--- config.mk ---
export PLATFORM = sky130hd
export DESIGN_NAME = bp_fpga_axil_responder
export DESIGN_NICKNAME = d
export VERILOG_FILES = /design/src/rtl/bp_fpga_pkg.sv /design/src/rtl/bp_fpga_axil_responder_if.sv /design/src/rtl/bp_fpga_axil_wchan.sv /design/src/rtl/bp_fpga_axil_responder.sv
export SDC_FILE = /design/constraint.sdc
export NUM_CORES = 1
export LEC_CHECK = 0
export BUFFER_PORTS_ARGS = -buffer_cell sky130_fd_sc_hd__buf_2
export CORE_AREA = 2 2 315 317
export CTS_CLUSTER_SIZE = 14
export DETAILED_ROUTE_END_ITERATION = 10
export DIE_AREA = 0 0 317 319
export GPL_ROUTABILITY_DRIVEN = 0
export PLACE_DENSITY = 0.58
export SYNTH_ARGS = -nofsm -noshare
export SYNTH_HDL_FRONTEND = slang
export SYNTH_SLANG_ARGS = --single-unit
export TNS_END_PERCENT = 20
--- constraint.sdc ---
create_clock -name clk_i -period 19.52 [get_ports clk_i]
set_input_delay 0.976 -clock clk_i [delete_from_list [all_inputs] [get_ports clk_i]]
set_output_delay 0.976 -clock clk_i [all_outputs]
set_load 0.01 [all_outputs]
--- src/rtl/bp_fpga_pkg.sv ---
// Shared AXI4-Lite response codes and channel FSM state encodings
// for the bp_fpga register responder.
package bp_fpga_pkg;

  typedef enum logic [1:0] {
    AXI_OKAY   = 2'b00,
    AXI_SLVERR = 2'b10
  } axi_resp_e;

  typedef enum logic [1:0] {
    W_IDLE,
    W_HAVE_AW,
    W_HAVE_W,
    W_RESP
  } w_state_e;

  typedef enum logic {
    R_IDLE,
    R_RESP
  } r_state_e;

endpackage

--- src/rtl/bp_fpga_axil_responder_if.sv ---
// AXI4-Lite channel bundle (protection bits are ignored by the responder and
// stay on the top-level ports); wr is the write-channel-only slave view.
interface bp_fpga_axil_responder_if #(
  parameter int addr_width_p = 64,
  parameter int data_width_p = 64
);
  logic [addr_width_p-1:0]   awaddr;
  logic                      awvalid;
  logic                      awready;
  logic [data_width_p-1:0]   wdata;
  logic [data_width_p/8-1:0] wstrb;
  logic                      wvalid;
  logic                      wready;
  logic [1:0]                bresp;
  logic                      bvalid;
  logic                      bready;
  logic [addr_width_p-1:0]   araddr;
  logic                      arvalid;
  logic                      arready;
  logic [data_width_p-1:0]   rdata;
  logic [1:0]                rresp;
  logic                      rvalid;
  logic                      rready;

  modport master (
    output awaddr, awvalid, input awready,
    output wdata, wstrb, wvalid, input wready,
    input  bresp, bvalid, output bready,
    output araddr, arvalid, input arready,
    input  rdata, rresp, rvalid, output rready
  );

  modport slave (
    input  awaddr, awvalid, output awready,
    input  wdata, wstrb, wvalid, output wready,
    output bresp, bvalid, input bready,
    input  araddr, arvalid, output arready,
    output rdata, rresp, rvalid, input rready
  );

  modport wr (
    input  awaddr, awvalid, output awready,
    input  wdata, wstrb, wvalid, output wready,
    output bresp, bvalid, input bready
  );
endinterface

--- src/rtl/bp_fpga_axil_wchan.sv ---
// Write-channel FSM: joins AW and W in any order, decodes the target and
// presents a one-cycle commit to the register file; B held until bready.
module bp_fpga_axil_wchan
  import bp_fpga_pkg::*;
#(
  parameter int                    addr_width_p = 64,
  parameter int                    data_width_p = 64,
  parameter int                    num_regs_p   = 8,
  parameter logic [addr_width_p-1:0] base_addr_p = '0
) (
  input  logic                            clk_i,
  input  logic                            reset_i,
  input  logic                            en_i,
  bp_fpga_axil_responder_if.wr            axil,
  output logic                            commit_v_o,
  output logic                            commit_ok_o,
  output logic [$clog2(num_regs_p)-1:0]   commit_idx_o,
  output logic [data_width_p-1:0]         commit_data_o,
  output logic [data_width_p/8-1:0]       commit_strb_o
);

  localparam int strb_w_lp = data_width_p / 8;
  localparam int idx_w_lp  = $clog2(num_regs_p);
  localparam int lsb_lp    = $clog2(strb_w_lp);
  localparam logic [addr_width_p-1:0] span_lp = addr_width_p'(num_regs_p * strb_w_lp);

  w_state_e                state_q, state_d;
  logic [addr_width_p-1:0] awaddr_q, awaddr_d;
  logic [data_width_p-1:0] wdata_q, wdata_d;
  logic [strb_w_lp-1:0]    wstrb_q, wstrb_d;
  axi_resp_e               bresp_q, bresp_d;

  logic                    aw_hs, w_hs, commit_v, dec_ok;
  logic [addr_width_p-1:0] addr_sel, dec_off;

  assign axil.awready = en_i && (state_q == W_IDLE || state_q == W_HAVE_W);
  assign axil.wready  = en_i && (state_q == W_IDLE || state_q == W_HAVE_AW);
  assign axil.bvalid  = (state_q == W_RESP);
  assign axil.bresp   = bresp_q;

  assign aw_hs = axil.awvalid && en_i && (state_q == W_IDLE || state_q == W_HAVE_W);
  assign w_hs  = axil.wvalid  && en_i && (state_q == W_IDLE || state_q == W_HAVE_AW);

  // The half that arrived first comes from its holding register.
  assign addr_sel      = (state_q == W_HAVE_AW) ? awaddr_q : axil.awaddr;
  assign commit_data_o = (state_q == W_HAVE_W)  ? wdata_q  : axil.wdata;
  assign commit_strb_o = (state_q == W_HAVE_W)  ? wstrb_q  : axil.wstrb;

  assign commit_v = (state_q == W_IDLE    && aw_hs && w_hs) ||
                    (state_q == W_HAVE_AW && w_hs) ||
                    (state_q == W_HAVE_W  && aw_hs);

  assign dec_off      = addr_sel - base_addr_p;
  assign dec_ok       = (dec_off < span_lp) && (addr_sel[lsb_lp-1:0] == '0);
  assign commit_v_o   = commit_v;
  assign commit_ok_o  = dec_ok;
  assign commit_idx_o = dec_off[lsb_lp +: idx_w_lp];

  always_comb begin
    state_d  = state_q;
    awaddr_d = awaddr_q;
    wdata_d  = wdata_q;
    wstrb_d  = wstrb_q;
    bresp_d  = bresp_q;
    if (commit_v) begin
      state_d = W_RESP;
      bresp_d = dec_ok ? AXI_OKAY : AXI_SLVERR;
    end else begin
      case (state_q)
        W_IDLE: begin
          if (aw_hs) begin
            awaddr_d = axil.awaddr;
            state_d  = W_HAVE_AW;
          end else if (w_hs) begin
            wdata_d = axil.wdata;
            wstrb_d = axil.wstrb;
            state_d = W_HAVE_W;
          end
        end
        W_RESP:  if (axil.bready) state_d = W_IDLE;
        default: state_d = state_q;
      endcase
    end
  end

  always_ff @(posedge clk_i or posedge reset_i) begin
    if (reset_i) begin
      state_q  <= W_IDLE;
      awaddr_q <= '0;
      wdata_q  <= '0;
      wstrb_q  <= '0;
      bresp_q  <= AXI_OKAY;
    end else begin
      state_q  <= state_d;
      awaddr_q <= awaddr_d;
      wdata_q  <= wdata_d;
      wstrb_q  <= wstrb_d;
      bresp_q  <= bresp_d;
    end
  end

endmodule

--- src/rtl/bp_fpga_axil_responder.sv ---
// AXI4-Lite register-file responder: num_regs_p registers exposed on regs_o,
// independent single-outstanding write and read channels.
module bp_fpga_axil_responder
  import bp_fpga_pkg::*;
#(
  parameter int                    addr_width_p = 64,
  parameter int                    data_width_p = 64,
  parameter int                    num_regs_p   = 8,
  parameter logic [addr_width_p-1:0] base_addr_p = '0
) (
  input  logic                               clk_i,
  input  logic                               reset_i,
  input  logic [addr_width_p-1:0]            s_axil_awaddr_i,
  input  logic [2:0]                         s_axil_awprot_i,
  input  logic                               s_axil_awvalid_i,
  output logic                               s_axil_awready_o,
  input  logic [data_width_p-1:0]            s_axil_wdata_i,
  input  logic [data_width_p/8-1:0]          s_axil_wstrb_i,
  input  logic                               s_axil_wvalid_i,
  output logic                               s_axil_wready_o,
  output logic [1:0]                         s_axil_bresp_o,
  output logic                               s_axil_bvalid_o,
  input  logic                               s_axil_bready_i,
  input  logic [addr_width_p-1:0]            s_axil_araddr_i,
  input  logic [2:0]                         s_axil_arprot_i,
  input  logic                               s_axil_arvalid_i,
  output logic                               s_axil_arready_o,
  output logic [data_width_p-1:0]            s_axil_rdata_o,
  output logic [1:0]                         s_axil_rresp_o,
  output logic                               s_axil_rvalid_o,
  input  logic                               s_axil_rready_i,
  output logic [num_regs_p*data_width_p-1:0] regs_o,
  output logic                               wr_v_o,
  output logic [$clog2(num_regs_p)-1:0]      wr_idx_o
);

  localparam int strb_w_lp = data_width_p / 8;
  localparam int idx_w_lp  = $clog2(num_regs_p);
  localparam int lsb_lp    = $clog2(strb_w_lp);
  localparam logic [addr_width_p-1:0] span_lp = addr_width_p'(num_regs_p * strb_w_lp);

  bp_fpga_axil_responder_if #(
    .addr_width_p(addr_width_p),
    .data_width_p(data_width_p)
  ) axil ();

  logic unused_prot;
  assign unused_prot = ^{s_axil_awprot_i, s_axil_arprot_i};

  assign axil.awaddr      = s_axil_awaddr_i;
  assign axil.awvalid     = s_axil_awvalid_i;
  assign axil.wdata       = s_axil_wdata_i;
  assign axil.wstrb       = s_axil_wstrb_i;
  assign axil.wvalid      = s_axil_wvalid_i;
  assign axil.bready      = s_axil_bready_i;
  assign axil.araddr      = s_axil_araddr_i;
  assign axil.arvalid     = s_axil_arvalid_i;
  assign axil.rready      = s_axil_rready_i;
  assign s_axil_awready_o = axil.awready;
  assign s_axil_wready_o  = axil.wready;
  assign s_axil_bresp_o   = axil.bresp;
  assign s_axil_bvalid_o  = axil.bvalid;
  assign s_axil_arready_o = axil.arready;
  assign s_axil_rdata_o   = axil.rdata;
  assign s_axil_rresp_o   = axil.rresp;
  assign s_axil_rvalid_o  = axil.rvalid;

  // Holds all readies low until the first edge after reset releases.
  logic en_q;
  always_ff @(posedge clk_i or posedge reset_i) begin
    if (reset_i) en_q <= 1'b0;
    else         en_q <= 1'b1;
  end

  logic                      commit_v, commit_ok;
  logic [idx_w_lp-1:0]       commit_idx;
  logic [data_width_p-1:0]   commit_data;
  logic [strb_w_lp-1:0]      commit_strb;

  bp_fpga_axil_wchan #(
    .addr_width_p(addr_width_p),
    .data_width_p(data_width_p),
    .num_regs_p  (num_regs_p),
    .base_addr_p (base_addr_p)
  ) u_wchan (
    .clk_i        (clk_i),
    .reset_i      (reset_i),
    .en_i         (en_q),
    .axil         (axil),
    .commit_v_o   (commit_v),
    .commit_ok_o  (commit_ok),
    .commit_idx_o (commit_idx),
    .commit_data_o(commit_data),
    .commit_strb_o(commit_strb)
  );

  logic [num_regs_p-1:0][data_width_p-1:0] regs_q;
  logic                                    wr_v_q;
  logic [idx_w_lp-1:0]                     wr_idx_q;

  always_ff @(posedge clk_i or posedge reset_i) begin
    if (reset_i) begin
      regs_q   <= '0;
      wr_v_q   <= 1'b0;
      wr_idx_q <= '0;
    end else begin
      wr_v_q <= commit_v && commit_ok;
      if (commit_v && commit_ok) begin
        wr_idx_q <= commit_idx;
        for (int b = 0; b < strb_w_lp; b++) begin
          if (commit_strb[b]) regs_q[commit_idx][b*8 +: 8] <= commit_data[b*8 +: 8];
        end
      end
    end
  end

  assign regs_o   = regs_q;
  assign wr_v_o   = wr_v_q;
  assign wr_idx_o = wr_idx_q;

  r_state_e                r_state_q, r_state_d;
  logic [data_width_p-1:0] rdata_q, rdata_d;
  axi_resp_e               rresp_q, rresp_d;
  logic                    ar_hs, ar_ok;
  logic [addr_width_p-1:0] ar_off;
  logic [idx_w_lp-1:0]     ar_idx;

  assign axil.arready = en_q && (r_state_q == R_IDLE);
  assign axil.rvalid  = (r_state_q == R_RESP);
  assign axil.rdata   = rdata_q;
  assign axil.rresp   = rresp_q;

  assign ar_hs  = axil.arvalid && en_q && (r_state_q == R_IDLE);
  assign ar_off = axil.araddr - base_addr_p;
  assign ar_ok  = (ar_off < span_lp) && (axil.araddr[lsb_lp-1:0] == '0);
  assign ar_idx = ar_off[lsb_lp +: idx_w_lp];

  // Samples regs_q before any same-edge write lands, so reads see the old value.
  always_comb begin
    r_state_d = r_state_q;
    rdata_d   = rdata_q;
    rresp_d   = rresp_q;
    case (r_state_q)
      R_IDLE: begin
        if (ar_hs) begin
          r_state_d = R_RESP;
          rdata_d   = ar_ok ? regs_q[ar_idx] : '0;
          rresp_d   = ar_ok ? AXI_OKAY : AXI_SLVERR;
        end
      end
      R_RESP:  if (axil.rready) r_state_d = R_IDLE;
      default: r_state_d = R_IDLE;
    endcase
  end

  always_ff @(posedge clk_i or posedge reset_i) begin
    if (reset_i) begin
      r_state_q <= R_IDLE;
      rdata_q   <= '0;
      rresp_q   <= AXI_OKAY;
    end else begin
      r_state_q <= r_state_d;
      rdata_q   <= rdata_d;
      rresp_q   <= rresp_d;
    end
  end

endmodule
==> flow_summary.toml, run 1 <==
[global_routing]
grt_usage_pct = 22.4
overflow = 0
grt_pass1_wl_um = 167000
antenna_found_initial = 12
grt_max_degree = 163
grt_pass1_vias = 23100

[routing]
wl_per_cell_um = 26.8
remaining_drc_errors = 0
vias_per_cell = 5.31
drt-initial-drc-count = 1422
drt-pass1-iter-count = 5
wirelength_um = 114000
num_vias = 22700
ant_nets = 0

[worst_setup_path]
r2r-start = "u_wchan.state_q[1]$_DFFE_PP0P_"
rr_worst_depth = 7
cp_max_fo = 159
arrival_ps = 5510
r2r-end = "regs_o[472]$_DFFE_PP0P_"
worstPathRequired_ps = 20150
rrSetupSlack_ps = 15310
start_kind = "input pin"
path_class = "in -> async"
crit_path_end_kind = "async pin"

[placed_design]
hpwl_um = 79500
placed_cells = 4115
port_buffers = 793

[synth]
synth.cell_area_um2 = 33400
synth_area_leaders = "dfrtp_1, mux2_2, mux4_2, nor4_4, mux2_4"
post_synth_inst_count = 2116
ys_ff_latch = 722
yosysTopAreaCell = "dfrtp_1"
synth.distinct_cells = 37
ys.warnings.count = 0
synth_top_cell_area_share_pct = 54.1
synth_area_per_cell_um2 = 15.8
seq_area_frac_synth_pct = 54.1

[timing]
final.setup.tns_ps = 0
maxSlewHeadroom_pct = 20.6
fmaxAchievable_mhz = 205
rsz0062_at_grt = "no"
min_period_ps = 4880
maxSlewViolCount = 0
hold_violations = 0
tightestPinTransition_ps = 1180
post-route-period-util_pct = 25.0
fin_skew_ps = 18.2
report.final.setup_viol = 0
whs_ps = 375

[layout]
mostFrequentLayoutCells = "buf_2, dfrtp_1, mux2_2"
layout.cells.non_filler = 4268
drive_above_1_share_pct = 63.3
final_common_cell = "buf_2"
final_nets = 3126
syn_to_final_growth_pct = 24.7

[power_and_ir_drop]
ir_drop_mv = 0.0673
p_int_mw = 2.85
clock_power_share_pct = 40.2
sw_frac_of_total_pct = 28.3
power.switching_mw = 1.13
seq_power_share_pct = 43.2
pwr-share-comb_pct = 16.6
powerDensity_nw_per_um2 = 95.3
p_leak_nw = 21.7

[clocking]
cts_tree = "yes"
cts_hold_buf = 0
postCtsResizedCells = 0
root_buffer = "clkbuf_16"
htreeDepth = 3
path_clk_slew_ps = 60
clock_latency_ps = 650
post_cts_buffers = 0
clockBufferDepth = 3
cts_made_buffers = 83
clock-sinks = 722

[floorplanning]
die_h_um = 319
boundaryPins = 802
initial_utilization_pct = 34.2
num_rows = 115
core-area_um2 = 97700
die_w_um = 317
die_area_um2 = 101000

[hold_path]
min_path_type = "in -> async"

[status]
status = "complete, no violations"

[run]
cap_violations = 0
synth_stat cells, drive strengths merged:
master	n
a21oi	6
a22oi	1
a31o	1
and2	1
and2b	1
buf	50
clkbuf	61
conb	2
dfrtp	722
inv	3
mux2	724
mux2i	67
mux4	128
nand2	72
nand2b	1
nand3	2
nand3b	2
nand4	73
nor2	5
nor2b	5
nor3	4
nor4	107
nor4b	1
nor4bb	1
o21ai	68
o22a	2
o31ai	2
or4	2
or4b	1
or4bb	1
critical path: stages:
cell	delay (ps)
buf_2	110
clkinvlp_4	370
buf_4	830
buf_4	800
buf_4	630
buf_4	860
buf_12	630
sequential cells by signal (all words and copies together) (netlist names):
register,flops
s_axil_rdata_o,64
u_wchan.state_q,2
en_q,1
u_wchan.wstrb_q,8
s_axil_rresp_o,1
wr_idx_o,3
regs_o,512
wr_v_o,1
u_wchan.awaddr_q,64
u_wchan.axil.bresp,1
s_axil_rvalid_o,1
u_wchan.wdata_q,64
worst max-delay path by stage:
stage | from | cells past startpoint | endpoint | slack (ps)
3_5_place_dp | reset_i | 7 | regs_o[90]$_DFFE_PP0P_ | 13810
6_report | reset_i | 7 | regs_o[277]$_DFFE_PP0P_ | 14640
5_1_grt | reset_i | 7 | u_wchan.wdata_q[26]$_DFFE_PP0P_ | 13950
3_3_place_gp | reset_i | 7 | regs_o[90]$_DFFE_PP0P_ | 13750
2_1_floorplan | reset_i | 1 | en_q$_DFF_PP0_ | 8650
4_1_cts | reset_i | 7 | regs_o[26]$_DFFE_PP0P_ | 14510
power groups by stage:
stage / combinational (mW) / clock, mW / sequential, mW
5_1_grt: 0.718 / 1.70 / 1.73
3_3_place_gp: 0.660 / 0 / 1.73
2_1_floorplan: 0.442 / 0 / 1.72
6_report: 0.661 / 1.60 / 1.71
4_1_cts: 0.668 / 1.64 / 1.71
3_5_place_dp: 0.666 / 0 / 1.74
stage by stage:
step / total power, mW / cell area [um2] / utilization (%) / worst slack (ps)
2_1_floorplan: 2.16 / 33400 / - / 8650
3_3_place_gp: 2.39 / 38900 / 39.8 / 13750
3_5_place_dp: 2.40 / 38900 / 39.8 / 13810
4_1_cts: 4.02 / 41700 / 42.6 / 14510
5_1_grt: 4.15 / 41700 / 42.7 / 13950
6_report: 3.97 / 41700 / 42.7 / 14640
per-layer routing:
metal	up-vias	GRT usage [%]	wire length, um
met1	12100	28.5	47500
met5	-	0	65
li1	9701	-	-
met3	167	4.97	6380
met2	661	38.1	57600
met4	10	6.02	3020
logic make-up (layout without fill, tap and decap cells):
| logic type | after synthesis | count (layout) | synth area share, % |
|---|---|---|---|
| buf+inv | 114 | 972 | 1.48 |
| simple gates | 279 | 279 | 7.58 |
| compound gates | 80 | 80 | 1.27 |
| mux | 919 | 919 | 35.6 |
| other cells | 2 | 9 | 0.0225 |
| flops | 722 | 722 | 54.1 |
cell type report:
| class | count | area (um2) |
|---|---|---|
| clock buffers | 115 | 2370 |
| well taps | 1287 | 1610 |
| inverters | 3 | 15.0 |
| diodes | 6 | 15.0 |
| multi-input cells | 1281 | 15000 |
| fillers | 9137 | 56000 |
| repair buffers | 822 | 4230 |
| flip-flops and latches | 722 | 18100 |
| clock inverters | 32 | 405 |
(Power assumes the default switching activity.)
==> inputs of run 2 (changes only) <==
--- a/config.mk
+++ b/config.mk
@@ -5,13 +5,14 @@
 export SDC_FILE = /design/constraint.sdc
 export NUM_CORES = 1
 export LEC_CHECK = 0
+export ABC_AREA = 1
 export BUFFER_PORTS_ARGS = -buffer_cell sky130_fd_sc_hd__buf_2
-export CORE_AREA = 2 2 315 317
+export CORE_AREA = 2 2 310 312
 export CTS_CLUSTER_SIZE = 14
 export DETAILED_ROUTE_END_ITERATION = 10
-export DIE_AREA = 0 0 317 319
+export DIE_AREA = 0 0 312 314
 export GPL_ROUTABILITY_DRIVEN = 0
-export PLACE_DENSITY = 0.58
+export PLACE_DENSITY = 0.61
 export SYNTH_ARGS = -nofsm -noshare
 export SYNTH_HDL_FRONTEND = slang
 export SYNTH_SLANG_ARGS = --single-unit
==> constraint.sdc (replaced) <==
create_clock -name clk_i -period 4.2 [get_ports clk_i]
set_input_delay 0.21 -clock clk_i [delete_from_list [all_inputs] [get_ports clk_i]]
set_output_delay 0.21 -clock clk_i [all_outputs]
set_load 0.01 [all_outputs]
==> run 2 against run 1 <==
  * Setup slack worse by 14000 ps
  * Non-clock buffer count up 198
  * Core utilization up 3.6 points
  * Final cell count up 53%
==> flow_summary.toml, run 2 <==
[synth]
synth_area_per_cell_um2 = 7.90
ys.flop_type = "dfrtp_1"
post-synth-top-count-cell = "nand2_1"
post_synth_inst_count = 4343
synth-edff-count = 0
ys_async_sr_fraction_pct = 100
synth_area_leaders = "dfrtp_1, nand2_1, nand3_1, a21oi_1, o21ai_0"
ys_ff_latch = 722
yosysTopAreaCell = "dfrtp_1"
seq_area_frac_synth_pct = 52.7
ys.warnings.count = 0
synth.cell_area_um2 = 34300
synth_common_cells = "nand2_1, dfrtp_1, nand3_1, a21oi_1, nor2_1"
synth_top_cell_area_share_pct = 52.7
synth.distinct_cells = 30

[timing]
post-route-period-util_pct = 82.0
rsz0062_at_grt = "no"
report.final.setup_viol = 0
fmaxAchievable_mhz = 290
fin_skew_ps = 31.7
tightestPinTransition_ps = 1100
final.setup.tns_ps = 0
min_period_ps = 3440
hold_violations = 0
maxSlewHeadroom_pct = 26.9
maxSlewViolCount = 0

[hold_path]
min_path_type = "in -> reg"
worstHoldStart = "s_axil_araddr_i[0]"

[layout]
drive_above_1_share_pct = 20.7
syn_to_final_growth_pct = 27.5
final_nets = 5386
fin_util_pct = 46.3
mostFrequentLayoutCells = "nand2_1, buf_2, dfrtp_1"
final_common_cell = "nand2_1"
nFillCells = 9355
largest_reg_flops = 512
fin_area_um2 = 43700

[routing]
vias_per_cell = 5.41
ant_nets = 0
wl_per_cell_um = 22.0
drt-pass1-iter-count = 7
drt-initial-drc-count = 3849
wirelength_um = 143000
remaining_drc_errors = 0
num_vias = 35200

[global_routing]
grt_max_degree = 165
grt_pass1_wl_um = 215000
grt_usage_pct = 28.5
overflow = 0
grt_pass1_vias = 33100
antenna_found_initial = 9

[worst_setup_path]
cp_max_fo = 16
critPathTopFamily = "simple AND/OR/NAND/NOR gates"
slowest_delay_ps = 600
crit_path_end_kind = "register"
path_common_cell = "nand2_1"
slowest_stage = "nand4_1"
r2r-start = "u_wchan.state_q[1]$_DFFE_PP0P_"
worstPathBufferInverterCount = 2
path_class = "reg -> reg"
start_kind = "register"
arrival_ps = 3920
crit_path_cell_trace = "inv_2 -> nand2_4 -> o21ai_0 -> nand2_1 -> nor2_4 -> buf_4 -> nand4_1 -> nand2_1 -> nand2_1"
crit_start = "u_wchan.state_q[1]$_DFFE_PP0P_"
worstPathRequired_ps = 4680

[clocking]
cts_tree = "yes"
root_buffer = "clkbuf_16"
post_cts_buffers = 0
clock-sinks = 722
clockBufferDepth = 3
cts_made_buffers = 81
path_clk_slew_ps = 60
clock_latency_ps = 620
htreeDepth = 3

[floorplanning]
die_w_um = 312
die_area_um2 = 98000
die_h_um = 314
initial_utilization_pct = 36.3
core-area_um2 = 94400
boundaryPins = 802
num_rows = 113

[placed_design]
post_dp_cell_area_um2 = 39500
hpwl_um = 96500
port_buffers = 793

[power_and_ir_drop]
p_leak_nw = 24.0
powerDensity_nw_per_um2 = 465
ir_drop_mv = 0.352

[status]
status = "complete, no violations"

[run]
cap_violations = 0
## run 2: cell count changes in the layout (fill, tap and decap cells not counted), sizes merged, moves of 142 or more
cell | before | now
nand3 | 2 | 707
dlygate4sd3 | 0 | 142
mux2 | 724 | 28
a21oi | 6 | 206
nand2 | 72 | 1721
nor2 | 5 | 207
## run 2: worst paths after layout
check	endpoint	slack, ps	depth (start not counted)
max in group asynchronous	s_axil_rdata_o[35]$_DFFE_PP0P_	2610	5
hold / removal	s_axil_rresp_o[1]$_DFFE_PP0P_	110	5
hold reg to reg	s_axil_rdata_o[11]$_DFFE_PP0P_	480	2
min in group asynchronous	regs_o[179]$_DFFE_PP0P_	340	3
setup / recovery	regs_o[162]$_DFFE_PP0P_	760	9
setup reg to reg	regs_o[162]$_DFFE_PP0P_	760	9
## run 2: worst register-to-register path, delay by kind of cell, from the launching register on
kind                   cells  cell delay [ps]
AO/OA/AOI/OAI              1              560
buffers and inverters      2              540
flip-flops                 1              500
AND/OR/NAND/NOR            6             1710
## run 2: power breakdown
group	switching, mW	internal, mW	leakage [nW]
logic	3.68	1.24	12.7
registers	0.325	7.59	9.83
clock network	3.01	4.51	1.39
## run 2: cell type report
| type | instances | area, um2 | area share [%] |
|---|---|---|---|
| Timing Repair Buffer | 1020 | 6300 | 14.4 |
| Clock buffer | 123 | 2490 | 5.68 |
| Antenna cell | 9 | 22.5 | 0.0515 |
| Multi-Input combinational cell | 3213 | 14400 | 33.0 |
| Tap cell | 1265 | 1580 | 3.62 |
| Sequential cell | 722 | 18100 | 41.3 |
| Clock inverter | 22 | 314 | 0.718 |
| Inverter | 135 | 523 | 1.20 |
## run 2: cells by family after synthesis
kind of cell    share of synthesized area (%)
buf+inv                                  5.55
flops                                    52.7
simple gates                             33.5
other cells                            0.0219
compound gates                           7.28
mux                                     0.919
## run 2: through the flow
step	instances	hold WS [ps]	power [mW]	setup slack, ps
final	6509	108	20.4	756
after global routing	6503	101	21.2	530
after floorplan	4344	306	10.9	-5900
after detailed placement	6213	421	12.8	805
after global placement	6213	392	12.7	889
after CTS	6500	40.7	20.4	745
## run 2: repair_timing
| action | 4_1_cts | 5_1_grt |
|---|---|---|
| endpoints found under the hold margin | 161 | 0 |
| resized for setup | 0 | 0 |
| hold buffers | 142 | 0 |
## run 2: routing by layer
metal / global-route usage, % / share of wire, % / vias to the layer above
met5: 0 / 0.0091 / -
met4: 12.7 / 4.8 / 2
met3: 5.36 / 8.5 / 374
met2: 44.8 / 46 / 1925
met1: 38.5 / 41 / 16900
li1: - / - / 16000
==> inputs of run 3 (changes only) <==
--- a/config.mk
+++ b/config.mk
@@ -12,7 +12,7 @@
 export DETAILED_ROUTE_END_ITERATION = 10
 export DIE_AREA = 0 0 312 314
 export GPL_ROUTABILITY_DRIVEN = 0
-export PLACE_DENSITY = 0.61
+export PLACE_DENSITY = 0.59
 export SYNTH_ARGS = -nofsm -noshare
 export SYNTH_HDL_FRONTEND = slang
 export SYNTH_SLANG_ARGS = --single-unit
==> constraint.sdc (replaced) <==
create_clock -name clk_i -period 3.5 [get_ports clk_i]
set_input_delay 0.175 -clock clk_i [delete_from_list [all_inputs] [get_ports clk_i]]
set_output_delay 0.175 -clock clk_i [all_outputs]
set_load 0.01 [all_outputs]
==> run 3 against run 2 <==
  * Clock power grew 19%
  * Hold slack improved by 3.0 ps
  * Non-clock buffer count rose by 29
  * Combinational power is 21% higher
  * Sequential power grew 20%
  * Maximum frequency is 11% higher
  * Clock-buffer cell count down 5
  * Critical endpoint is now regs_o[69]$_DFFE_PP0P_
==> flow_summary.toml, run 3 (synthesized netlist as in run 2, its figures left out) <==
[hold_path]
holdPathStages = 6
min_path_type = "in -> reg"
worstHoldStart = "s_axil_araddr_i[2]"
whs_endpoint = "s_axil_rdata_o[43]$_DFFE_PP0P_"

[timing]
fin_skew_ps = 33.8
report.final.setup_viol = 0
fmaxAchievable_mhz = 322
post-route-period-util_pct = 88.8
hold_violations = 0
maxSlewViolCount = 0
final.setup.tns_ps = 0
tightestPinTransition_ps = 1110
maxSlewHeadroom_pct = 26.0
rsz0062_at_grt = "no"
min_period_ps = 3110

[floorplanning]
boundaryPins = 802
num_rows = 113
die_area_um2 = 98000
die_h_um = 314
initial_utilization_pct = 36.3
core-area_um2 = 94400
die_w_um = 312

[clocking]
clock-sinks = 722
root_buffer = "clkbuf_16"
path_clk_slew_ps = 60
post_cts_buffers = 0
cts_hold_buf = 143
cts_tree = "yes"
clock_latency_ps = 630
postCtsResizedCells = 0
clockBufferDepth = 3
htreeDepth = 3
cts_made_buffers = 81

[layout]
fin_util_pct = 46.7
largest_reg_flops = 512
final_common_cell = "nand2_1"
final_nets = 5415
drive_above_1_share_pct = 21.1
layout.cells.non_filler = 6531
mostFrequentLayoutCells = "nand2_1, buf_2, dfrtp_1"
syn_to_final_growth_pct = 28.7

[worst_setup_path]
rr_worst_depth = 9
slowest_stage = "nand4_1"
crit_path_cell_trace = "inv_2 -> nand2_4 -> o21ai_0 -> nand2_1 -> nor2_4 -> buf_12 -> nand4_1 -> nand2_1 -> nand2_1"
r2r-end = "regs_o[69]$_DFFE_PP0P_"
rrSetupSlack_ps = 390
cp_max_fo = 24
r2r-start = "u_wchan.state_q[1]$_DFFE_PP0P_"
slowest_delay_ps = 580
worstPathRequired_ps = 4000
path_class = "reg -> reg"
path_common_cell = "nand2_1"
start_kind = "register"
crit_path_end_kind = "register"
arrival_ps = 3610

[power_and_ir_drop]
p_leak_nw = 24.1
clock_power_share_pct = 36.6
powerDensity_nw_per_um2 = 552
power.switching_mw = 8.44
seq_power_share_pct = 38.9
power.total_mw = 24.4
pwr-share-comb_pct = 24.4
p_int_mw = 15.9
sw_frac_of_total_pct = 34.6
ir_drop_mv = 0.496

[global_routing]
grt_pass1_vias = 33000
grt_max_degree = 149
grt_pass1_wl_um = 214000
antenna_found_initial = 9
overflow = 0
grt_usage_pct = 28.3

[placed_design]
hpwl_um = 98200
placed_cells = 6241
port_buffers = 793

[routing]
remaining_drc_errors = 0
num_vias = 35100
wl_per_cell_um = 21.9
vias_per_cell = 5.37
wirelength_um = 143000
ant_nets = 0
drt-pass1-iter-count = 6
drt-initial-drc-count = 3517

[status]
status = "complete, no violations"

[run]
cap_violations = 0
-- run 3: cell types whose count changed in the layout (fill, tap and decap cells not counted), sizes merged --
| cell | before | now |
|---|---|---|
| diode | 9 | 4 |
| buf | 877 | 905 |
| dlygate4sd3 | 142 | 143 |
| bufinv | 7 | 6 |
| clkinv | 11 | 17 |
| clkbuf | 124 | 119 |
| clkinvlp | 2 | 1 |
| inv | 137 | 136 |
-- run 3: worst max-delay path by stage --
stage | startpoint | end | cells after the start
floorplan | reset_i | en_q$_DFF_PP0_ | 1
global placement | u_wchan.state_q[1]$_DFFE_PP0P_ | regs_o[127]$_DFFE_PP0P_ | 13
detailed placement | u_wchan.state_q[1]$_DFFE_PP0P_ | regs_o[69]$_DFFE_PP0P_ | 9
CTS | u_wchan.state_q[1]$_DFFE_PP0P_ | regs_o[69]$_DFFE_PP0P_ | 9
global route | u_wchan.state_q[1]$_DFFE_PP0P_ | regs_o[319]$_DFFE_PP0P_ | 13
finish | u_wchan.state_q[1]$_DFFE_PP0P_ | regs_o[69]$_DFFE_PP0P_ | 9
-- run 3: critical path, delay by kind of cell (launching register included) --
kind / cells / cell delay [ps]
compound gates: 1 / 480
buf+inv: 2 / 420
flops: 1 / 490
simple gates: 6 / 1550
-- run 3: through the flow --
stage,setup WS (ps),hold slack [ps],instance area [um2]
5_1_grt,204,107,44100
4_1_cts,400,70.4,44100
6_report,393,111,44100
3_3_place_gp,487,335,39900
3_5_place_dp,438,328,39900
2_1_floorplan,-6560,271,34300
-- run 3: area by class of cell --
cell class                 count  area (um2)
clock inverter                25         348
tap                         1265        1580
fill                        9372       50300
inverter                     135         523
timing repair buffer        1049        6750
multi-input combinational   3213       14400
sequential                   722       18100
clock buffer                 118        2430
antenna                        4        10.0
-- run 3: power by group through the flow --
stage	clock network (mW)	registers (mW)	logic (mW)
4_1_cts	9.04	9.48	5.92
5_1_grt	9.38	9.57	6.47
3_5_place_dp	0	9.62	5.76
3_3_place_gp	0	9.59	5.72
6_report	8.93	9.49	5.96
2_1_floorplan	0	9.55	3.50
-- run 3: per-layer routing --
layer | vias up | wire, um | GRT usage, %
li1 | 16000 | - | -
met3 | 302 | 11700 | 5.56
met1 | 17000 | 59300 | 38.2
met2 | 1723 | 65900 | 45.0
met5 | - | 57 | 0
met4 | 10 | 5890 | 10.9
